## config.mk

```make
export PLATFORM = sky130hd
export DESIGN_NAME = u_mac_acc_pipe
export DESIGN_NICKNAME = d
export VERILOG_FILES = /design/src/rtl/u_mac_pkg.sv /design/src/rtl/u_sat_add.sv /design/src/rtl/u_mac_acc_pipe.sv
export SDC_FILE = /design/constraint.sdc
export NUM_CORES = 1
export LEC_CHECK = 0
export CAP_MARGIN = 0
export CORE_MARGIN = 4
export CORE_UTILIZATION = 55
export CTS_BUF_LIST = sky130_fd_sc_hd__clkbuf_2
export DETAILED_ROUTE_END_ITERATION = 7
export GPL_TIMING_DRIVEN = 0
export PLACE_DENSITY_LB_ADDON = 0.05
export SETUP_SLACK_MARGIN = 0.3
export SLEW_MARGIN = 20
export SYNTH_ARGS = -nofsm -noshare
export SYNTH_HDL_FRONTEND = slang
export SYNTH_HIERARCHICAL = 1
export SYNTH_SLANG_ARGS = --single-unit
```

## constraint.sdc

```tcl
create_clock -name clk -period 3.37 [get_ports clk]
set_input_delay 1.011 -clock clk [delete_from_list [all_inputs] [get_ports clk]]
set_output_delay 1.011 -clock clk [all_outputs]
set_load 0.03 [all_outputs]
```

## src/rtl/u_mac_pkg.sv

```systemverilog
// u_mac_pkg: shared widths, state encoding and saturation helper for the MAC accumulator
package u_mac_pkg;
    localparam int DEF_PROD_W = 16;
    localparam int DEF_ACC_W  = 24;
    localparam int DEF_CNT_W  = 8;
    typedef enum logic [1:0] {IDLE, ACCUM, HOLD} state_e;
    function automatic logic [31:0] sat_max(input int w);
        return (w >= 32) ? '1 : (32'd1 << w) - 32'd1;
    endfunction
endpackage

```

## src/rtl/u_sat_add.sv

```systemverilog
// u_sat_add: zero-extended accumulate with carry-out, saturating to all ones on overflow
module u_sat_add import u_mac_pkg::*; #(
    parameter int ACC_W  = DEF_ACC_W,
    parameter int PROD_W = DEF_PROD_W
) (
    input  logic [ACC_W-1:0]  a_i,
    input  logic [PROD_W-1:0] b_i,
    input  logic              sat_i,
    output logic [ACC_W-1:0]  sum_o,
    output logic              ovf_o
);
    logic [ACC_W:0] full;
    always_comb begin
        full  = {1'b0, a_i} + (ACC_W+1)'(b_i);
        ovf_o = full[ACC_W] | sat_i;
        sum_o = ovf_o ? '1 : full[ACC_W-1:0];
    end
endmodule

```

## src/rtl/u_mac_acc_pipe.sv

```systemverilog
// u_mac_acc_pipe: two-stage packet accumulator returning sum, term count and sticky overflow
module u_mac_acc_pipe import u_mac_pkg::*; #(
    parameter int PROD_W = DEF_PROD_W,
    parameter int ACC_W  = DEF_ACC_W,
    parameter int CNT_W  = DEF_CNT_W
) (
    input  logic              clk,
    input  logic              rst,
    input  logic [PROD_W-1:0] prod_i,
    input  logic              prod_valid,
    input  logic              prod_last,
    output logic              prod_ready,
    output logic [ACC_W-1:0]  acc_o,
    output logic [CNT_W-1:0]  acc_count,
    output logic              acc_ovf,
    output logic              acc_valid,
    input  logic              acc_ready
);
    state_e            state_q, state_d;
    logic              v1_q, v1_d, last1_q, last1_d, ovf_q, ovf_d;
    logic [PROD_W-1:0] prod1_q, prod1_d;
    logic [ACC_W-1:0]  acc_q, acc_d, sum;
    logic [CNT_W-1:0]  cnt_q, cnt_d;
    logic              add_ovf, xfer, cnt_max;

    u_sat_add #(.ACC_W(ACC_W), .PROD_W(PROD_W)) u_add (
        .a_i(acc_q), .b_i(prod1_q), .sat_i(ovf_q), .sum_o(sum), .ovf_o(add_ovf)
    );

    always_comb begin
        prod_ready = !rst && state_q != HOLD && !(v1_q && last1_q);
        acc_valid  = !rst && state_q == HOLD;
        xfer       = prod_valid && prod_ready;
        cnt_max    = cnt_q == CNT_W'(sat_max(CNT_W));
        v1_d       = xfer;
        last1_d    = xfer && prod_last;
        prod1_d    = xfer ? prod_i : prod1_q;
        state_d    = state_q;
        acc_d      = acc_q;
        cnt_d      = cnt_q;
        ovf_d      = ovf_q;
        if (v1_q) begin
            acc_d   = sum;
            cnt_d   = cnt_max ? cnt_q : cnt_q + 1'b1;
            ovf_d   = add_ovf | cnt_max;
            state_d = last1_q ? HOLD : ACCUM;
        end else if (state_q == HOLD && acc_ready) begin
            acc_d   = '0;
            cnt_d   = '0;
            ovf_d   = 1'b0;
            state_d = IDLE;
        end
    end

    always_ff @(posedge clk) begin
        if (rst) begin
            state_q <= IDLE;
            v1_q    <= 1'b0;
            last1_q <= 1'b0;
            prod1_q <= '0;
            acc_q   <= '0;
            cnt_q   <= '0;
            ovf_q   <= 1'b0;
        end else begin
            state_q <= state_d;
            v1_q    <= v1_d;
            last1_q <= last1_d;
            prod1_q <= prod1_d;
            acc_q   <= acc_d;
            cnt_q   <= cnt_d;
            ovf_q   <= ovf_d;
        end
    end

    assign acc_o     = acc_q;
    assign acc_count = cnt_q;
    assign acc_ovf   = ovf_q;
endmodule

```

==> results of run 1 <==
## report_power, final
part	switching, W	total [W]	internal, W
combinational	0.000101	0.000185	0.0000840
sequential	0.0000134	0.000660	0.000647
clock	0.000202	0.000328	0.000126
total	0.000317	0.00117	0.000857
## stage by stage
step	area [µm²]	setup TNS [ns]	utilization (%)
global route	3966	0	70.73
detailed placement	3884	-0.7114	69.25
floorplan	3243	0	-
finish	3966	0	70.73
CTS	3951	0	70.46
global placement	3884	-0.7097	69.25
## routing by layer
metal / wire [µm] / vias to the layer above / GRT usage [%]
li1: - / 1541 / -
met1: 3820 / 1475 / 31.66
met2: 3764 / 99 / 36.87
met3: 427 / 5 / 4.122
met4: 53 / 0 / 3.885
met5: 0 / - / 0
## sequential cells by signal (all words and copies together) (netlist names)
signal     flops
acc_o         24
prod1_q       16
last1_q        1
state_q        2
v1_q           1
acc_count      8
acc_ovf        1
## worst max-delay path: stages
cell and delay (ns):
dlygate4sd2_1 0.29, buf_6 0.16, clkbuf_4 0.19, nor2_1 0.15, buf_4 0.18
## area by class of cell
cell class | instances | area share [%]
Buffer | 19 | 3.344
Tap cell | 72 | 2.271
Sequential cell | 53 | 26.75
Inverter | 8 | 0.7886
Multi-Input combinational cell | 305 | 51.26
Timing Repair Buffer | 56 | 13.97
Clock inverter | 2 | 0.8517
Clock buffer | 6 | 0.7571
## path summary, 6_finish.rpt
check	from	endpoint	slack, ns	cells past startpoint
max	rst	acc_valid	0.37	5
min	prod1_q[2]	prod1_q[2]	0.48	2
max reg2reg	acc_o[0]	acc_ovf	0.47	12
min reg2reg	prod1_q[2]	prod1_q[2]	0.48	2
## placed cells by master, fill, tap and decap left out, types with 7 or more instances in the layout
cell type        count
nand2_1             41
dfxtp_1             53
a21oi_1             31
o21ai_0              9
and2_1               8
nor2_1              37
nand3_1              8
nand2_2              9
ha_1                17
a22oi_1             25
a21o_1               9
clkbuf_1             7
clkdlybuf4s50_1     52
## timing repair
action                     CTS  global route
hold buffers                 0             0
pin swaps                    0             2
setup buffers                0             1
gates resized for setup     12             2
hold endpoints to repair     0             0
setup endpoints to repair    2            12
## cell families after synthesis
family	Yosys count	synth area share, %
AOI/OAI and AO/OA	129	28.63
xor gates and xnor gates	11	2.971
adders and majority gates	18	7.176
buffers and inverters	27	4.822
DFF	53	32.72
muxes	2	0.6559
and+or+nand+nor	145	23.03
==> impl_results.md, run 1 <==
* Status: complete, no violations
* Gr ovfl total at 0
* CTS max path bufs at 2
* Post-DP HPWL at 5970 µm
* Final setup violation count at 0
* Cells after DPL at 512
* Most frequent cells after synthesis: 53 x dfxtp_1, 41 x nand2_1, 37 x nor2_1
* Final GP Congestion at 0.8947
* Register bit total from synthesis at 53
* CP endpoint kind: output pin
* Vias per cell at 5.988
* Tmin final at 2.995 ns
* Clk Latency, worst-skew pair at 0.45 ns
* Mapped Nets at 424
* Fraction of layout cells with a size suffix above 1 at 10.91%
* Post-synth EDFFs at 0
* Worst slew margin at 61.04%
* Die area at 0.007189 mm²
* Vias at 3120
* Ys flop type: dfxtp_1
* Pin count of the biggest net entering global routing at 16
* Storage element area at 0.001061 mm²
* Hold Path Class: flip-flop to flip-flop
* CTS clk-pin slew, worst paths at 0.26 ns
* Final Hold Vio Count at 0
* CTS sink count at 53
* Initial Util at 57.83%
* Crit Path Max Fanout at 10
* Synth top area share at 32.72%
* 1st-iter DRT viols at 202
* Global-route wire length before repair at 13600 µm
* Distinct cells, synth at 68
* LEAKAGE at 1.622 nW
* Synth-to-layout area growth at 22.30%
* Most numerous cell in the Yosys netlist: dfxtp_1
* Slew Limit Fails at 0
* Top Ports at 56
* Die height at 84.79 µm
* Total Power at 0.001174 W
* Ys async rst share at 0%
* Final period utilization at 88.89%
* Max VDD drop at 174.4 µV
* Drt total wl at 8065 µm
* Cells after Synth at 385
* Final cell count without fillers at 521
* Crit path kind: input port to output pin
* CP Launch Type: input port
* Post-place setup slack at -0.5647 ns
* CTS tree: yes
* Clock skew at 0.02728 ns
* Final ANT Viol Nets at 0
* Clk root buf: clkbuf_2
* Final hold slack at 0.4817 ns
* DR WL/cell at 15.48 µm
* Peak Freq at 0.3338 GHz
* Drt drc at 0
* N_diodes at 0
* Placeable Area at 0.005608 mm²
* Max Cap Viol at 0
* Ys Warns at 6
* DRT Pass-1 Iters at 5
* Average cell area after synthesis at 8.424 µm²
* GRT Util Overall at 22.63%
* Htree depth at 2
* Slew at the pin closest to its max-slew limit at 0.5844 ns
* Pwr dens at 295.9 mW/mm²
* Inserted Clock Buffers at 5
* PnR worst setup slack at 0.3745 ns
* Mapped Area at 0.003243 mm²
* Worst Path Arrival at 1.98 ns
* FP Rows at 27
* Fillcell total at 500
* Die width at 84.79 µm
* Sequential area share after synthesis at 32.72%
* Layout Nets at 487
* Vias in the first global route at 2853
* Initial antenna violation count at 0
* Port Buffers at 55
* Post-synth top area cell: dfxtp_1
* Multi-input gate area at 0.002033 mm²
* Dominant cells by area after synthesis: dfxtp_1 33%, ha_1 6.6%, a22oi_1 5.8%
* Unrepaired setup endpoints after global routing: no
* Critical Path RT at 2.36 ns
(Power assumes the default switching activity.)
==> inputs of run 2 (changes only) <==
- CELL_PAD_IN_SITES_DETAIL_PLACEMENT: unset -> 0
- CELL_PAD_IN_SITES_GLOBAL_PLACEMENT: unset -> 1
- CORE_UTILIZATION: 55 -> 40
- SYNTH_HIERARCHICAL: 1 -> unset
==> run 2 against run 1 <==
Effect of this change:
- synthesized cell count is 7.5% lower
- flip-flop and latch count stayed put
- largest power group unchanged
- die area is 24% higher
- sequential share of layout area is 1.5 points higher
- critical path type unchanged
- via count is 11% lower
- global-route usage is 3.7 points lower
- utilization is 19 points lower
- maximum frequency is 1.0% lower
- critical endpoint unchanged
- register-to-register slack better by 0.03 ns
- setup slack worse by 0.031 ns
- clock power is 17% lower
==> impl_results.md, run 2 <==
* Die width at 94.56 µm (+12%)
* Final setup violation count at 0 (unchanged)
* Final ANT Viol Nets at 0 (unchanged)
* DRT Pass-1 Iters at 4 (-1)
* Final GP Congestion at 0.8395 (-6.2%)
* Area after DPL at 0.003676 mm² (-5.3%)
* Commonest cells after routing, fill and taps aside: 57 x a21oi_1, 53 x dfxtp_1, 52 x clkdlybuf4s50_1
* Post-CTS Hold Fix Bufs at 0 (unchanged)
* Sequential area share after synthesis at 35.41% (+2.7 points)
* CP cell instances: dlygate4sd2_1 -> clkbuf_8 -> buf_6 -> nor3b_4 -> buf_6
* Initial Util at 41.31% (-17 points)
* Mapped Nets at 395 (-6.8%)
* Vias in the first global route at 2644 (-7.3%)
* CTS sink count at 53 (unchanged)
* CP endpoint kind: output pin
* Clk Latency, worst-skew pair at 0.46 ns (about the same)
* Worst Path Arrival at 2.02 ns (+0.04 ns)
* Post-place setup slack at -0.9941 ns (-0.4295 ns)
* Tmin final at 3.026 ns (+0.03078 ns)
* Slew Limit Fails at 0 (unchanged)
* Status: complete, no violations
* Post-DP HPWL at 6122 µm (+2.5%)
* Global-route wire length before repair at 13320 µm (-2.0%)
* Vias per cell at 5.351 (-11%)
* Placeable Area at 0.007253 mm² (+29%)
* Worst slew margin at 52.87% (-8.2 points)
* Inserted Clock Buffers at 5 (unchanged)
* Final Hold Vio Count at 0 (unchanged)
* Drt total wl at 8200 µm (+1.7%)
* Cells after Synth at 356 (-7.5%)
* Fraction of layout cells with a size suffix above 1 at 9.069% (-1.8 points)
* Top Ports at 56 (unchanged)
* Crit path kind: input port to output pin
* Most frequent cells after synthesis: 57 x a21oi_1, 53 x dfxtp_1, 44 x nand2_1
* PnR worst setup slack at 0.3437 ns (-0.03077 ns)
* CTS tree: yes
* Max FFs per register at 24 (unchanged)
* FP Rows at 31 (+15%)
* LEAKAGE at 1.328 nW (-18%)
* Synth Area in Compound Gates at 29.73% (+1.1 points)
* Ys flop type: dfxtp_1
* Post-Synth Adder-Cell Area at 7.766% (+0.59 points)
* Final instance area at 0.003752 mm² (-5.4%)
* Pwr dens at 318.2 mW/mm² (+7.6%)
* 1st-iter DRT viols at 168 (-17%)
* Average cell area after synthesis at 8.417 µm² (about the same)
* Largest family of logic cells by synthesized area: compound AO/OA/AOI/OAI gates
* Commonest non-fill, non-tap cell in the layout: a21oi_1
* Final cell count without fillers at 518 (-0.58%)
* Die area at 0.008941 mm² (+24%)
* Synth top area share at 35.41% (+2.7 points)
* CTS clk-pin slew, worst paths at 0.28 ns (+0.02 ns)
* DR WL/cell at 15.83 µm (+2.3%)
* Cell mode on critical path: buf_6
* Unrepaired setup endpoints after global routing: no
* Slew at the pin closest to its max-slew limit at 0.7070 ns (+0.1226 ns)
* Port Buffers at 55 (unchanged)
* Post-synth top area cell: dfxtp_1
* Register bit total from synthesis at 53 (unchanged)
* Cells after DPL at 510 (-0.39%)
* Clk root buf: clkbuf_2
* Post-synth EDFFs at 0 (unchanged)
* N_diodes at 0 (unchanged)
* CP Launch Type: input port
* Drt drc at 0 (unchanged)
* Mapped Area at 0.002997 mm² (-7.6%)
* Xor-xnor portion of the synthesized cell area at 5.261% (+2.3 points)
* Mux share of post-synthesis cell area at 0.3758% (-0.28 points)
* Gr ovfl total at 0 (unchanged)
* Final period utilization at 89.80% (+0.91 points)
* Vias at 2772 (-11%)
* Worst path slowest cell: dlygate4sd2_1
* Bufs and invs on worst path at 4 (unchanged)
* Distinct cells, synth at 57 (-16%)
* Slowest stage delay, CP at 0.28 ns (about the same)
* Max VDD drop at 124.2 µV (-29%)
* Crit Path Max Fanout at 10 (unchanged)
* Layout Nets at 457 (-6.2%)
* Ys async rst share at 0% (unchanged)
* Die height at 94.56 µm (+12%)
* Max Cap Viol at 0 (unchanged)
* Critical Path RT at 2.36 ns (about the same)
* Most numerous cell in the Yosys netlist: a21oi_1
* Dominant cells by area after synthesis: dfxtp_1 35%, a21oi_1 9.5%, ha_1 7.1%
* GRT Util Overall at 18.98% (-3.7 points)
* Synth-to-layout area growth at 25.22%
* Htree depth at 2 (unchanged)
* Pin count of the biggest net entering global routing at 17 (+1)
* Fillcell total at 755 (+51%)
* CP delay by family, top: buffers and inverters
* Initial antenna violation count at 0 (unchanged)
* Clock skew at 0.01560 ns (-0.01168 ns)
* Hold Path Class: flip-flop to flip-flop
* Peak Freq at 0.3304 GHz (-1.0%)
* Ys Warns at 0 (-6)
* CTS max path bufs at 2 (unchanged)
* Simple-gate area share of the yosys netlist at 17.16% (-5.9 points)
[run 2: cell types whose count changed in the layout (fill, tap and decap cells not counted), moves of 5 or more]
cell,previous run,this run
a311oi_2,0,9
a21oi_1,31,57
xor2_1,6,13
a22oi_1,25,2
o21ai_0,9,20
buf_4,6,1
nand2_2,9,0
nor2_1,37,20
inv_1,6,11
and2_1,8,2
a21o_1,9,4
[run 2: path summary, 6_finish.rpt]
check        slack, ns    endpoint  startpoint  depth (start not counted)
max               0.34   acc_valid         rst                          5
min               0.48  prod1_q[7]  prod1_q[7]                          2
max reg2reg       0.50   acc_o[13]    acc_o[0]                          9
min reg2reg       0.48  prod1_q[7]  prod1_q[7]                          2
[run 2: through the flow]
stage / hold slack (ns) / TNS [ns] / utilization [%] / total power, W
3_5_place_dp: 0.4543 / -1.263 / 50.68 / 0.0009317
6_report: 0.4799 / 0 / 51.73 / 0.001194
3_3_place_gp: 0.4471 / -1.276 / 50.68 / 0.0009285
4_1_cts: 0.4826 / 0 / 51.56 / 0.001210
5_1_grt: 0.4996 / 0 / 51.73 / 0.001253
2_1_floorplan: 0.4400 / 0 / - / 0.0008398
[run 2: power by group]
group          internal, W  leakage, nW  switching, W
Combinational     0.000104        0.865      0.000144
Clock            0.0000495       0.0304      0.000222
Sequential        0.000654        0.432     0.0000207
Total             0.000807         1.33      0.000387
[run 2: cell type report]
| cell class | instances | area (µm²) | area share [%] |
|---|---|---|---|
| well taps | 99 | 123.9 | 3.301 |
| flip-flops and latches | 53 | 1061 | 28.28 |
| repair buffers | 55 | 551.8 | 14.70 |
| clock inverters | 3 | 17.52 | 0.4668 |
| multi-input cells | 272 | 1827 | 48.68 |
| clock buffers | 5 | 25.02 | 0.6669 |
| plain buffers | 19 | 101.3 | 2.701 |
| inverters | 12 | 45.04 | 1.200 |
[run 2: logic make-up after synthesis]
| kind of cell | after synthesis |
|---|---|
| AND/OR/NAND/NOR | 107 |
| buffers and inverters | 31 |
| adder cells (fa/ha/maj) | 18 |
| flip-flops | 53 |
| multiplexers | 1 |
| XOR/XNOR | 18 |
| AO/OA/AOI/OAI | 128 |
[run 2: routing by layer]
metal / routed length (µm) / up-vias / part of all wire [%] / GRT usage (%)
met3: 444 / 5 / 5.4 / 3.347
met5: 0 / - / 0 / 0
li1: - / 1427 / - / -
met1: 3947 / 1277 / 48 / 25.84
met4: 57 / 0 / 0.70 / 4.447
met2: 3751 / 63 / 46 / 31.26
[run 2: repair_timing]
action                     CTS  global route
setup endpoints to repair    2            11
gates cloned                 0             0
resized for setup           18             3
hold endpoints to repair     0             0
setup buffers                0             0
[run 2: worst min-delay path, delay by kind of cell (launching register included)]
family	cells	cell delay, ns
flops	1	0.38
compound gates	1	0.05
simple gates	1	0.05
==> inputs of run 3 (changes only) <==
==> constraint.sdc (replaced) <==
create_clock -name clk -period 3.37 [get_ports clk]
set_input_delay 0.5055 -clock clk [delete_from_list [all_inputs] [get_ports clk]]
set_output_delay 0.5055 -clock clk [all_outputs]
set_load 0.03 [all_outputs]
==> run 3 against run 2 <==
Effect of this change:
- sequential share of layout area grew 0.27 points
- sequential power barely moved
- clock power about the same
- largest power group unchanged
- maximum frequency up 1.5%
- setup slack better by 0.045 ns
- critical path depth is the same
- global-route usage decreased by 0.32 points
- utilization down 0.48 points
==> impl_results.md, run 3 (synthesis gave the netlist of run 2 again) <==
* Status: complete, no violations
* Post-CTS Hold Fix Bufs at 0 (unchanged)
* Slew Limit Fails at 0 (unchanged)
* Worst Path Arrival at 2.48 ns (+0.46 ns)
* Final GP Congestion at 0.8351 (-0.52%)
* GRT Util Overall at 18.66% (-0.32 points)
* Final instance area at 0.003717 mm² (-0.93%)
* Worst Hold End: prod1_q[3]
* Post-DP HPWL at 6029 µm (-1.5%)
* Postcts setup bufs at 0 (unchanged)
* Vias per cell at 5.440 (+1.7%)
* Fillcell total at 740 (-2.0%)
* Max Cap Viol at 0 (unchanged)
* Pin count of the biggest net entering global routing at 17 (unchanged)
* Die area at 0.008941 mm² (unchanged)
* Met2 WL at 3725 µm (-0.69%)
* Die height at 94.56 µm (unchanged)
* CP endpoint kind: output pin
* Final cell count without fillers at 518 (unchanged)
* Commonest cells after routing, fill and taps aside: 57 x a21oi_1, 55 x clkdlybuf4s50_1, 53 x dfxtp_1
* Fraction of layout cells with a size suffix above 1 at 8.115% (-0.95 points)
* Storage element area at 0.001061 mm² (unchanged)
* Routed met3 length at 424 µm (-4.5%)
* Placeable Area at 0.007253 mm² (unchanged)
* Port Buffers at 55 (unchanged)
* CP Launch Type: input port
* Vias at 2818 (+1.7%)
* Unrepaired setup endpoints after global routing: no
* Final ANT Viol Nets at 0 (unchanged)
* CP cell instances: clkdlybuf4s50_1 -> clkbuf_2 -> buf_2 -> nor3b_1 -> clkdlybuf4s50_1
* Drt drc at 0 (unchanged)
* 1st-iter DRT viols at 120 (-29%)
* Tmin final at 2.981 ns (-0.04520 ns)
* Worst path slowest cell: clkdlybuf4s50_1
* FP Rows at 31 (unchanged)
* Bufs and invs on worst path at 4 (unchanged)
* DRT Pass-1 Iters at 5 (+1)
* LEAKAGE at 1.313 nW (-1.1%)
* Clk root buf: clkbuf_2
* Final Hold Vio Count at 0 (unchanged)
* Gr ovfl total at 0 (unchanged)
* CTS max path bufs at 2 (unchanged)
* N_diodes at 0 (unchanged)
* WHS Path Cells at 2 (unchanged)
* Final period utilization at 88.46% (-1.3 points)
* Hold Path Class: flip-flop to flip-flop
* Cells after DPL at 510 (unchanged)
* Top Ports at 56 (unchanged)
* CTS sink count at 53 (unchanged)
* Clk Latency, worst-skew pair at 0.44 ns (-0.02 ns)
* Peak Freq at 0.3355 GHz (+1.5%)
* Reg2reg end: acc_o[4]
* Register-to-register setup slack at 0.48 ns (-0.02 ns)
* Cell mode on critical path: clkdlybuf4s50_1
* Final hold slack at 0.4802 ns (+0.0003450 ns)
* Commonest non-fill, non-tap cell in the layout: a21oi_1
* Htree depth at 2 (unchanged)
* FF-to-FF path depth at 10 (+1)
* Die width at 94.56 µm (unchanged)
* Worst slew margin at 49.45% (-3.4 points)
* Vias in the first global route at 2644 (unchanged)
* CP delay by family, top: buffers and inverters
* Critical Path RT at 2.86 ns (+0.50 ns)
* Hold path start: prod1_q[3]
* Max FFs per register at 24 (unchanged)
* Synth-to-layout area growth at 24.05%
* Pwr dens at 319.7 mW/mm² (+0.47%)
* Final setup violation count at 0 (unchanged)
* Crit Path Max Fanout at 10 (unchanged)
* Area after DPL at 0.003671 mm² (-0.14%)
* DR WL/cell at 15.75 µm (-0.51%)
* Drt total wl at 8158 µm (-0.51%)
* Inserted Clock Buffers at 5 (unchanged)
* Global-route wire length before repair at 13080 µm (-1.9%)
* Slew at the pin closest to its max-slew limit at 0.7583 ns (+0.05131 ns)
* CTS clk-pin slew, worst paths at 0.26 ns (-0.02 ns)
* Initial Util at 41.31% (unchanged)
* R2R Path Start: acc_o[0]
* Total Power at 0.001189 W (-0.47%)
* Multi-input gate area at 0.001807 mm² (-1.1%)
* Slowest stage delay, CP at 0.72 ns (+0.44 ns)
* Layout Nets at 457 (unchanged)
* CTS tree: yes
* WL met1 at 3923 µm (-0.61%)
* Initial antenna violation count at 0 (unchanged)
* Crit path kind: input port to output pin
* Fin Setup TNS at 0 ns (unchanged)
* Top Layer Used: met4
* Max VDD drop at 131.0 µV (+5.5%)
* Clock skew at 0.01712 ns (+0.001525 ns)
## run 3: what timing repair did
| action | CTS | global route |
|---|---|---|
| setup endpoints to repair | 1 | 1 |
| gates resized for setup | 1 | 2 |
| hold endpoints to repair | 0 | 0 |
| pin swaps | 0 | 0 |
## run 3: worst max path at each step
| stage | from | end | cells past startpoint |
|---|---|---|---|
| after floorplan | acc_o[0] | acc_o[13] | 9 |
| after global placement | rst | acc_valid | 5 |
| after detailed placement | rst | acc_valid | 5 |
| after CTS | rst | acc_valid | 5 |
| after global routing | acc_o[0] | acc_o[11] | 10 |
| final | rst | acc_valid | 5 |
## run 3: layer usage
metal	up-vias	global-route usage, %
li1	1430	-
met1	1299	25.54
met2	83	30.14
met3	6	3.108
met4	0	5.529
met5	-	0
## run 3: metrics by stage
step           worst slack, ns  utilization (%)
2_1_floorplan           0.6785                -
3_3_place_gp         0.0008289            50.61
3_5_place_dp           0.01362            50.61
4_1_cts                 0.3130            51.23
5_1_grt                 0.3184            51.25
6_report                0.3889            51.25
## run 3: power breakdown
part | internal [W] | switching [W]
clock | 0.0000565 | 0.000213
sequential | 0.000654 | 0.0000201
combinational | 0.000102 | 0.000143
total | 0.000813 | 0.000376
## run 3: tightest hold or removal path: stages (launching register included)
cell	delay (ns)
dfxtp_1	0.37
nand2_1	0.05
a21oi_1	0.05
## run 3: cell type report
cell class              instances  share of cell area, %
well taps                      99                  3.332
flip-flops and latches         53                  28.54
clock inverters                 2                 0.3702
plain buffers                  19                  2.322
repair buffers                 55                  14.81
inverters                      12                  1.212
multi-input cells             272                  48.60
clock buffers                   6                 0.8078
